==> src/rtl/video_timing_gen.sv <==
// Raster timing generator: x/y pixel counters with decodes taken from the next counter
// state, and a ce-gated delay line on hsync/vsync/de to match downstream pixel latency.
module video_timing_gen #(
  parameter int VIDEO_X_BITWIDTH = 12,
  parameter int VIDEO_Y_BITWIDTH = 11,
  parameter int H_ACTIVE         = 1280,
  parameter int H_FP             = 110,
  parameter int H_SYNC           = 40,
  parameter int H_BP             = 220,
  parameter int V_ACTIVE         = 720,
  parameter int V_FP             = 5,
  parameter int V_SYNC           = 5,
  parameter int V_BP             = 20,
  parameter bit HS_POL           = 1'b1,
  parameter bit VS_POL           = 1'b1,
  parameter int PIPE_DLY         = 1
) (
  input  logic                        clk,
  input  logic                        rst,
  input  logic                        ce,
  output logic [VIDEO_X_BITWIDTH-1:0] x1,
  output logic [VIDEO_Y_BITWIDTH-1:0] y1,
  output logic [VIDEO_X_BITWIDTH-1:0] frameWidth,
  output logic [VIDEO_Y_BITWIDTH-1:0] frameHeight,
  output logic                        hsync,
  output logic                        vsync,
  output logic                        de,
  output logic                        line_start,
  output logic                        frame_start,
  output logic [7:0]                  frame_count
);
  localparam int XW      = VIDEO_X_BITWIDTH;
  localparam int YW      = VIDEO_Y_BITWIDTH;
  localparam int H_TOTAL = H_ACTIVE + H_FP + H_SYNC + H_BP;
  localparam int V_TOTAL = V_ACTIVE + V_FP + V_SYNC + V_BP;

  localparam logic [XW-1:0] H_LAST = XW'(H_TOTAL - 1);
  localparam logic [XW-1:0] H_ACT  = XW'(H_ACTIVE);
  localparam logic [XW-1:0] HS_BEG = XW'(H_ACTIVE + H_FP);
  localparam logic [XW-1:0] HS_END = XW'(H_ACTIVE + H_FP + H_SYNC);
  localparam logic [YW-1:0] V_LAST = YW'(V_TOTAL - 1);
  localparam logic [YW-1:0] V_ACT  = YW'(V_ACTIVE);
  localparam logic [YW-1:0] VS_BEG = YW'(V_ACTIVE + V_FP);
  localparam logic [YW-1:0] VS_END = YW'(V_ACTIVE + V_FP + V_SYNC);

  // {de, hsync, vsync} levels outside active/sync regions
  localparam logic [2:0] SIG_IDLE = {1'b0, ~HS_POL, ~VS_POL};

  generate
    if (H_TOTAL >= (1 << VIDEO_X_BITWIDTH)) begin : g_h_too_wide
      $error("video_timing_gen: H_TOTAL does not fit in VIDEO_X_BITWIDTH");
    end
    if (V_TOTAL >= (1 << VIDEO_Y_BITWIDTH)) begin : g_v_too_wide
      $error("video_timing_gen: V_TOTAL does not fit in VIDEO_Y_BITWIDTH");
    end
    if (PIPE_DLY < 0 || PIPE_DLY > 7) begin : g_dly_range
      $error("video_timing_gen: PIPE_DLY must be 0..7");
    end
  endgenerate

  logic [XW-1:0]             x_q, x_d;
  logic [YW-1:0]             y_q, y_d;
  logic [7:0]                fc_q, fc_d;
  logic                      primed_q;
  logic                      ls_q, fs_q;
  logic [2:0]                raw_d;
  logic [3*(PIPE_DLY+1)-1:0] dly_q, dly_d;

  always_comb begin
    x_d = x_q;
    y_d = y_q;
    fc_d = fc_q;
    if (ce) begin
      if (x_q == H_LAST) begin
        x_d = '0;
        if (y_q == V_LAST) begin
          y_d = '0;
          // the wrap out of the reset position opens frame 0 rather than closing one
          if (primed_q) fc_d = fc_q + 8'd1;
        end else begin
          y_d = y_q + YW'(1);
        end
      end else begin
        x_d = x_q + XW'(1);
      end
    end
    raw_d[2] = (x_d < H_ACT) && (y_d < V_ACT);
    raw_d[1] = ((x_d >= HS_BEG) && (x_d < HS_END)) ? HS_POL : ~HS_POL;
    raw_d[0] = ((y_d >= VS_BEG) && (y_d < VS_END)) ? VS_POL : ~VS_POL;
  end

  // Slot 0 holds the decode of the current x1/y1; each further slot is one ce older.
  generate
    if (PIPE_DLY == 0) begin : g_no_dly
      assign dly_d = raw_d;
    end else begin : g_dly
      assign dly_d = {dly_q[3*PIPE_DLY-1:0], raw_d};
    end
  endgenerate

  always_ff @(posedge clk) begin
    if (rst) begin
      x_q      <= H_LAST;
      y_q      <= V_LAST;
      fc_q     <= '0;
      primed_q <= 1'b0;
      ls_q     <= 1'b0;
      fs_q     <= 1'b0;
      dly_q    <= {(PIPE_DLY+1){SIG_IDLE}};
    end else if (ce) begin
      x_q      <= x_d;
      y_q      <= y_d;
      fc_q     <= fc_d;
      primed_q <= 1'b1;
      ls_q     <= (x_d == '0);
      fs_q     <= (x_d == '0) && (y_d == '0);
      dly_q    <= dly_d;
    end
  end

  assign x1                 = x_q;
  assign y1                 = y_q;
  assign frameWidth         = XW'(H_TOTAL);
  assign frameHeight        = YW'(V_TOTAL);
  assign line_start         = ls_q;
  assign frame_start        = fs_q;
  assign frame_count        = fc_q;
  assign {de, hsync, vsync} = dly_q[3*PIPE_DLY +: 3];

endmodule

==> config.mk <==
export PLATFORM = sky130hd
export DESIGN_NAME = video_timing_gen
export DESIGN_NICKNAME = d
export VERILOG_FILES = /design/src/rtl/video_timing_gen.sv
export SDC_FILE = /design/constraint.sdc
export NUM_CORES = 1
export LEC_CHECK = 0
export ABC_AREA = 0
export ABC_CLOCK_PERIOD_IN_PS = 5200
export BUFFER_PORTS_ARGS = -buffer_cell sky130_fd_sc_hd__buf_2
export CORE_AREA = 2 2 77 79
export CTS_BUF_LIST = sky130_fd_sc_hd__clkbuf_2 sky130_fd_sc_hd__clkbuf_4 sky130_fd_sc_hd__clkbuf_8
export DETAILED_ROUTE_END_ITERATION = 6
export DIE_AREA = 0 0 79 81
export GPL_ROUTABILITY_DRIVEN = 1
export GPL_TIMING_DRIVEN = 0
export PLACE_DENSITY = 0.68
export SLEW_MARGIN = 30
export SYNTH_ARGS = -nofsm -noshare
export SYNTH_HDL_FRONTEND = slang
export SYNTH_SLANG_ARGS = --single-unit
==> constraint.sdc <==
create_clock -name clk -period 5.2 [get_ports clk]
set_input_delay 1.04 -clock clk [delete_from_list [all_inputs] [get_ports clk]]
set_output_delay 1.04 -clock clk [all_outputs]
set_load 0.01 [all_outputs]
Word level (Yosys, flattened, before mapping)
Index checks and enable logic that the tools add are counted.

operators by class
  $add $sub $neg = 3
  magnitude comparators = 6
  equality and inequality tests = 2
  muxes and demuxes = 7
  reductions and logical operators = 7

operators with widths
  operator                                               number
  two-way mux 11 bit                                     3
  < comparator 12 x 11 -> 1 bit, second input constant   2
  two-way mux 12 bit                                     2
  < comparator 11 x 10 -> 1 bit, second input constant   2
  adder 12 x 1 -> 12 bit, second input constant          1
  equality test 12 x 11 -> 1 bit, second input constant  1
  >= comparator 12 x 11 -> 1 bit, second input constant  1
  logical NOT 12 bit                                     1
  adder 11 x 1 -> 11 bit, second input constant          1
  equality test 11 x 10 -> 1 bit, second input constant  1
  >= comparator 11 x 10 -> 1 bit, second input constant  1
  logical NOT 11 bit                                     1
  adder 8 x 1 -> 8 bit, second input constant            1
  logical AND 1 bit                                      4
  AND reduction 4 bit                                    1
  two-way mux 1 bit                                      2

word-level totals
  bits in registers = 40
  bits of input ports = 3
  word-level logic and storage cells = 32

Longest topological paths before layout
Gate-level depths: netlist (run 1).

  word-level depth = 7
  depth in mapped cells = 11
  depth with buffers taken out = 8

Worst setup path before layout (run 1)
Ideal clock, no wire load.

  path kind = in2reg
  start point = input port ce
  end point = register dly_q[2]
  data arrival time = 3,092 ps
  required time = 5,083 ps
  path slack = 1,991 ps
  cell stages on the path = 7
  path buffers = 2
  path through = clkbuf_1 -> inv_1 -> or4_4 -> buf_6 -> or4b_1 -> a31o_1 -> a32o_1

on the way
  cells in the longest elaborated chain, start to end = 3
  elaborated cells on any way between the ends = 5
  those cells by class = 2 x order compare; 2 x mux; 1 x reduce/logical

RTL lines
  what                                                                            RTL line  source
  start: declaration                                                              20        input logic ce,
  two-way mux 12 bit or two-way mux 11 bit (tied branches)                        73        if (ce) begin
  < comparator 12 x 11 -> 1 bit or < comparator 11 x 10 -> 1 bit (tied branches)  87        raw_d[2] = (x_d < H_ACT) && (y_d < V_ACT);
  logical AND 1 bit                                                               87
  end signal: assignment                                                          109       dly_q <= {(PIPE_DLY+1){SIG_IDLE}};
  end signal: assignment                                                          117       dly_q <= dly_d;
  end: declaration                                                                67        logic [3*(PIPE_DLY+1)-1:0] dly_q, dly_d;

Several ways; a longest one is shown, not always the timed one.
A chain may end at the register's enable or synchronous reset.

Worst setup path after layout (run 1)
  start point = input port ce
  end point = register fc_q[4], in the netlist frame_count[4]

on the way
  cells in the longest elaborated chain, start to end = 1

RTL lines
  what                                  RTL line  source
  AND reduction 4 bit (no source line)  -
  end signal: assignment                105       fc_q <= '0;
  end signal: assignment                113       fc_q <= fc_d;
  end: declaration                      63        logic [7:0] fc_q, fc_d;

Every way passes these cells.

==> results of run 1 <==
==> stage by stage <==
step	util	setup WS (ps)	hold WS (ps)	total power [W]
floorplan	-	1990	420	0.000860
global placement	0.493	1490	442	0.00101
detailed placement	0.493	1500	454	0.00102
CTS	0.514	1820	476	0.00129
global route	0.514	1640	494	0.00138
finish	0.514	1790	468	0.00129
==> tightest hold or removal path: stages, from the launching register on <==
cell,delay [ps]
dfxtp_1,330
nor2_1,40
nor2_1,70
==> cells in the mapped netlist (2+ instances only) <==
| master | n | share of area |
|---|---|---|
| a211oi_1 | 2 | 0.0062 |
| a21oi_1 | 13 | 0.027 |
| a2bb2oi_1 | 2 | 0.0072 |
| a31oi_1 | 5 | 0.013 |
| a32o_1 | 2 | 0.0082 |
| and2_1 | 2 | 0.0051 |
| and3_1 | 7 | 0.018 |
| and4_1 | 2 | 0.0072 |
| buf_4 | 23 | 0.071 |
| clkbuf_1 | 13 | 0.020 |
| conb_1 | 2 | 0.0031 |
| dfxtp_1 | 40 | 0.33 |
| ha_1 | 5 | 0.026 |
| inv_1 | 7 | 0.011 |
| mux2i_1 | 8 | 0.033 |
| nand2_1 | 20 | 0.031 |
| nand2b_1 | 3 | 0.0077 |
| nand3_1 | 12 | 0.025 |
| nand4_1 | 13 | 0.033 |
| nor2_1 | 32 | 0.049 |
| nor3_1 | 9 | 0.018 |
| nor4_1 | 4 | 0.010 |
| o211a_1 | 2 | 0.0082 |
| o21ai_0 | 15 | 0.031 |
| o31ai_1 | 6 | 0.018 |
| o41ai_1 | 2 | 0.0072 |
| or2_2 | 2 | 0.0051 |
| or3_1 | 7 | 0.018 |
| or4_1 | 3 | 0.0092 |
| xnor2_1 | 6 | 0.022 |
| xor2_1 | 11 | 0.039 |
==> cell families after synthesis <==
family,Yosys count,share of synthesized area
AND/OR/NAND/NOR,128,0.290
AO/OA/AOI/OAI,57,0.151
buffers and inverters,45,0.108
flip-flops,40,0.328
XOR/XNOR,17,0.0610
multiplexers,8,0.0328
adder cells (fa/ha/maj),5,0.0256
other,2,0.00308
==> power by group through the flow <==
stage                     sequential, W  clock (W)  combinational [W]
after floorplan                0.000426          0           0.000433
after global placement         0.000422          0           0.000591
after detailed placement       0.000424          0           0.000593
after CTS                      0.000416   0.000278           0.000598
after global routing           0.000426   0.000287           0.000670
final                          0.000418   0.000272           0.000604
==> registers in the layout (all words and copies together), names as in the netlist <==
| signal | cells |
|---|---|
| frame_start | 1 |
| dly_q | 6 |
| frame_count | 8 |
| line_start | 1 |
| x1 | 12 |
| y1 | 11 |
| primed_q | 1 |
==> layout make-up <==
class | count | area [sq um] | area share
buffer | 38 | 238 | 0.0814
clock buffer | 6 | 82.6 | 0.0283
clock inverter | 2 | 38.8 | 0.0133
inverter | 7 | 26.3 | 0.00900
multi-input combinational | 238 | 1450 | 0.498
sequential | 40 | 801 | 0.274
tap | 75 | 93.8 | 0.0321
timing repair buffer | 37 | 185 | 0.0634
==> worst max path at each step <==
stage,from,to,cells past startpoint
detailed placement,ce,frame_count[5]$_SDFFE_PP0P_,9
CTS,ce,frame_count[4]$_SDFFE_PP0P_,9
floorplan,ce,dly_q[2]$_SDFFE_PP0P_,7
global route,ce,frame_count[5]$_SDFFE_PP0P_,9
global placement,ce,frame_count[4]$_SDFFE_PP0P_,9
finish,ce,frame_count[4]$_SDFFE_PP0P_,9
==> layer usage <==
metal | vias to the layer above | share of wire | routed length, um
met4 | 0 | 0.015 | 89
met5 | - | 0 | 0
li1 | 1173 | - | -
met2 | 79 | 0.48 | 2910
met3 | 8 | 0.052 | 310
met1 | 1093 | 0.45 | 2710
==> results.json, run 1 <==
{
  "status": "finished, final reports clean",
  "p_leak_nw": 1.28,
  "worst_ir_drop_vdd_v": 0.000157,
  "p_seq_frac": 0.323,
  "totalWireLength_um": 6010,
  "finalWeightedCongestion": 0.913,
  "clk_pin_slew_ps": 80,
  "dp_hpwl_um": 4420,
  "worst-path-buf-inv": 4,
  "powerDensity_mw_per_mm2": 443,
  "slew_viol_final": 0,
  "avgSynthCellArea_sq_um": 8.08,
  "fin_nets": 375,
  "drc_errors": 0,
  "die-width_um": 79,
  "cp-end-kind": "register",
  "drv_cap": 0,
  "rows": 28,
  "setup_viol": 0,
  "slew_headroom": 0.471,
  "diodes": 0,
  "portBuffers": 37,
  "ant_nets": 0,
  "core_sq_mm": 0.00568,
  "critical_path.max_fanout": 10,
  "post_cts_buffers": 0,
  "worstReg2RegEnd": "frame_count[4]$_SDFFE_PP0P_",
  "start_util": 0.430,
  "h-tree-depth": 2,
  "crit_required_ps": 5370,
  "async_flop_share": 0,
  "use_met3": 0.0278,
  "vias": 2353,
  "dr.pass1.iters": 4,
  "grt.busiest_layer": "met2",
  "overflow": 0,
  "tightest_slew_ps": 787,
  "routed_via_density": 5.31,
  "yosys_warnings": 0,
  "fin_area_sq_mm": 0.00292,
  "pwr-share-clk": 0.210,
  "clk_latency_ps": 300,
  "setup-tns-final_ps": 0,
  "arrival_ps": 3580,
  "wire_per_inst_um": 13.6,
  "worst_path_most_repeated_cell": "clkbuf_1",
  "cp_top_family": "buffers and inverters",
  "grt_max_degree": 14,
  "synthCells": 302,
  "period_needed_ps": 3410,
  "combPwrFrac": 0.467,
  "synthFlopType": "dfxtp_1",
  "crit_type": "in2reg",
  "hold_viol": 0,
  "seq_area_frac_synth": 0.328,
  "num_io_pins": 62,
  "dieHeight_um": 81,
  "min_to": "primed_q$_SDFFE_PP0P_",
  "cts_sinks": 40,
  "holdPathStages": 2,
  "hold_class": "reg2reg",
  "path_cells": "clkbuf_1 -> inv_1 -> nor4_2 -> clkbuf_1 -> and3_1 -> clkbuf_1 -> nand4_1 -> xor2_1 -> nor2_1",
  "grt_pass1_vias": 2001,
  "rsz0062_at_grt": "false",
  "synth-edff-count": 0,
  "final_cell_mix": "dfxtp_1, buf_2, nor2_1, buf_4, conb_1",
  "ys_ff_latch": 40,
  "r2r_slack_ps": 2070,
  "cpPeakStageDelay_ps": 520,
  "drive_gt1_frac": 0.212,
  "startpoint_type": "input pin",
  "cts_hold_buffers": 0,
  "power.internal_w": 0.000756,
  "grt_pass1_wl_um": 9390,
  "drtIter0Drc": 153,
  "cts_resized": 0,
  "p_switching_w": 0.000538,
  "fin_crit_sh": 0.655,
  "cts_buffers": 5,
  "fin_worst_skew_ps": 8.84,
  "r2r_cells": 9,
  "holdCritStartpoint": "primed_q$_SDFFE_PP0P_",
  "grt_usage": 0.185,
  "ys_types": 53,
  "fmax_ghz": 0.293,
  "final_cells": 443,
  "grtUsageMet1": 0.246,
  "area_growth_pct": 19.6,
  "critPathSlowestCell": "nor4_2",
  "dp_cells": 435,
  "antenna_found_initial": 0,
  "root_buffer": "clkbuf_8",
  "synthesis.area_sq_mm": 0.00244,
  "clk_path_buf_depth": 2,
  "die_area_sq_mm": 0.00640,
  "rr_startpoint": "x1[0]$_SDFFE_PP1P_",
  "fillers": 591,
  "sw_frac_of_total": 0.416,
  "grt_util_met2": 0.303,
  "cts_tree": "built",
  "final_common_cell": "dfxtp_1",
  "postPlaceCellArea_sq_mm": 0.00280
}
(Power assumes the default switching activity.)
==> run 2: changes to the inputs <==
ABC_AREA = 1   (was 0)
ABC_CLOCK_PERIOD_IN_PS = 2870   (was 5200)
CORE_AREA = 2 2 82 84   (was 2 2 77 79)
DIE_AREA = 0 0 84 86   (was 0 0 79 81)
PLACE_DENSITY = 0.69   (was 0.68)
clock period = 2.87 ns   (was 5.2 ns; I/O delays follow)
==> results.json, run 2 <==
{
  "status": "finished, final reports clean",
  "rsz0062_at_grt": "false",
  "start_util": 0.440,
  "cts_hold_buffers": 0,
  "async_flop_share": 0,
  "fmax_ghz": 0.442,
  "fin_crit_sh": 0.788,
  "die-width_um": 84,
  "synthesis.area_sq_mm": 0.00276,
  "slew_headroom": 0.567,
  "num_io_pins": 62,
  "grt_max_degree": 14,
  "ys_types": 33,
  "avgSynthCellArea_sq_um": 6.27,
  "largest_reg_flops": 12,
  "drv_cap": 0,
  "finalWeightedCongestion": 0.924,
  "drc_errors": 0,
  "post-synth-top-area-fraction": 0.290,
  "whs_ps": 456,
  "synthFlopType": "dfxtp_1",
  "hold_viol": 0,
  "h-tree-depth": 2,
  "synthTopCellsByArea": "dfxtp_1, nand2_1, nand3_1",
  "fin_nets": 514,
  "setup-tns-final_ps": 0,
  "ys_ff_latch": 40,
  "grt_usage": 0.195,
  "crit_required_ps": 3100,
  "startpoint_type": "register",
  "cts_resized": 0,
  "root_buffer": "clkbuf_8",
  "cts_tree": "built",
  "synth-edff-count": 0,
  "cp-end-kind": "register",
  "wire_per_inst_um": 12.2,
  "fillers": 666,
  "grt_pass1_vias": 2410,
  "critical_path.max_fanout": 6,
  "diodes": 0,
  "period_needed_ps": 2260,
  "dieHeight_um": 86,
  "cts_buffers": 5,
  "clk_latency_ps": 290,
  "overflow": 0,
  "vias": 2832,
  "routed_via_density": 4.85,
  "grt_pass1_wl_um": 11500,
  "drive_gt1_frac": 0.207,
  "antenna_found_initial": 0,
  "final_cell_mix": "nand2_1, nor2_1, inv_1, nand3_1",
  "slew_viol_final": 0,
  "ant_nets": 0,
  "clk_pin_slew_ps": 80,
  "seq_area_frac_synth": 0.290,
  "fin_worst_skew_ps": 3.36,
  "final_common_cell": "nand2_1",
  "crit_type": "reg2reg",
  "clk_path_buf_depth": 2,
  "area_growth_pct": 16.4,
  "portBuffers": 37,
  "cts_sinks": 40,
  "synth_top_area_cell": "dfxtp_1",
  "arrival_ps": 2490,
  "hold_class": "reg2reg",
  "yosys_warnings": 0,
  "dp_hpwl_um": 5650,
  "synthCells": 441,
  "post-synth-top-count-cell": "nand2_1",
  "rows": 29,
  "powerDensity_mw_per_mm2": 664,
  "die_area_sq_mm": 0.00722,
  "totalWireLength_um": 7120,
  "setup_viol": 0,
  "tightest_slew_ps": 649,
  "p_leak_nw": 1.68,
  "core_sq_mm": 0.00628,
  "drtIter0Drc": 262,
  "synth_commonest_cells": "nand2_1, nor2_1, inv_1, nand3_1, dfxtp_1",
  "worst_ir_drop_vdd_v": 0.000337,
  "post_cts_buffers": 0,
  "dr.pass1.iters": 6
}
run 2: cell types whose count changed in the layout (fill, tap and decap cells not counted), sizes merged, moves of 4 or more:
cell / delta
and3: -8
nand2: +112
xor2: -6
clkbuf: -7
xnor2: -5
nand3: +37
nor2: +36
a31oi: -4
or4: -4
nor4: -6
mux2i: -8
or3: -8
inv: +42
o31ai: -6
run 2: path summary, 6_finish.rpt:
kind,start,endpoint,slack [ps],depth (start not counted)
hold / removal,frame_count[7]$_SDFFE_PP0P_,frame_count[7]$_SDFFE_PP0P_,460,1
setup reg to reg,y1[0]$_SDFFE_PP1P_,dly_q[0]$_SDFFE_PP0P_,610,13
setup / recovery,y1[0]$_SDFFE_PP1P_,dly_q[0]$_SDFFE_PP0P_,610,13
hold reg to reg,frame_count[7]$_SDFFE_PP0P_,frame_count[7]$_SDFFE_PP0P_,460,1
run 2: routing by layer:
metal | share of wire | vias up | global-route usage
li1 | - | 1479 | -
met1 | 0.45 | 1240 | 0.261
met2 | 0.46 | 105 | 0.319
met3 | 0.077 | 8 | 0.0414
met4 | 0.011 | 0 | 0.0528
met5 | 0 | - | 0
run 2: critical path, stage by stage (launching register included):
cell and delay (ps):
dfxtp_1 460, ha_1 290, nand3_1 130, nor2_1 250, nand2_1 90, nor2_1 160, nand4_1 90, nand2_1 200
nand2_1 100, nor2_2 120, nand2_1 60, nor2_1 110, nor2_1 50, nor2_1 70
run 2: cell families (layout without fill, tap and decap cells):
family                     after synthesis  in the layout  share of synthesized area
buffers and inverters                   83            128                      0.145
other                                    2             23                    0.00272
DFF                                     40             40                      0.290
and+or+nand+nor                        272            272                      0.459
AOI/OAI and AO/OA                       33             33                     0.0620
adders and majority gates                5              5                     0.0226
xor gates and xnor gates                 6              6                     0.0190
run 2: area by class of cell:
cell class	count	area, sq um	area share
multi-input combinational	339	1640	0.510
sequential	40	801	0.249
buffer	32	210	0.0653
inverter	51	191	0.0595
timing repair buffer	37	185	0.0576
tap	77	96.3	0.0299
clock buffer	6	76.3	0.0237
clock inverter	2	16.3	0.00506
run 2: through the flow:
stage	instance area [sq um]	setup slack, ps	utilization	power, W	instances
floorplan	2840	992	-	0.00149	462
global placement	3120	670	0.498	0.00174	576
detailed placement	3120	650	0.498	0.00175	576
CTS	3220	641	0.512	0.00214	584
global route	3220	363	0.512	0.00232	584
finish	3220	609	0.512	0.00214	584
run 2: power by group:
part / total (W) / leakage, nW / switching [W] / internal, W
clock: 0.000390 / 0.0448 / 0.000207 / 0.000182
sequential: 0.000707 / 0.326 / 0.0000880 / 0.000619
combinational: 0.00104 / 1.30 / 0.000688 / 0.000352
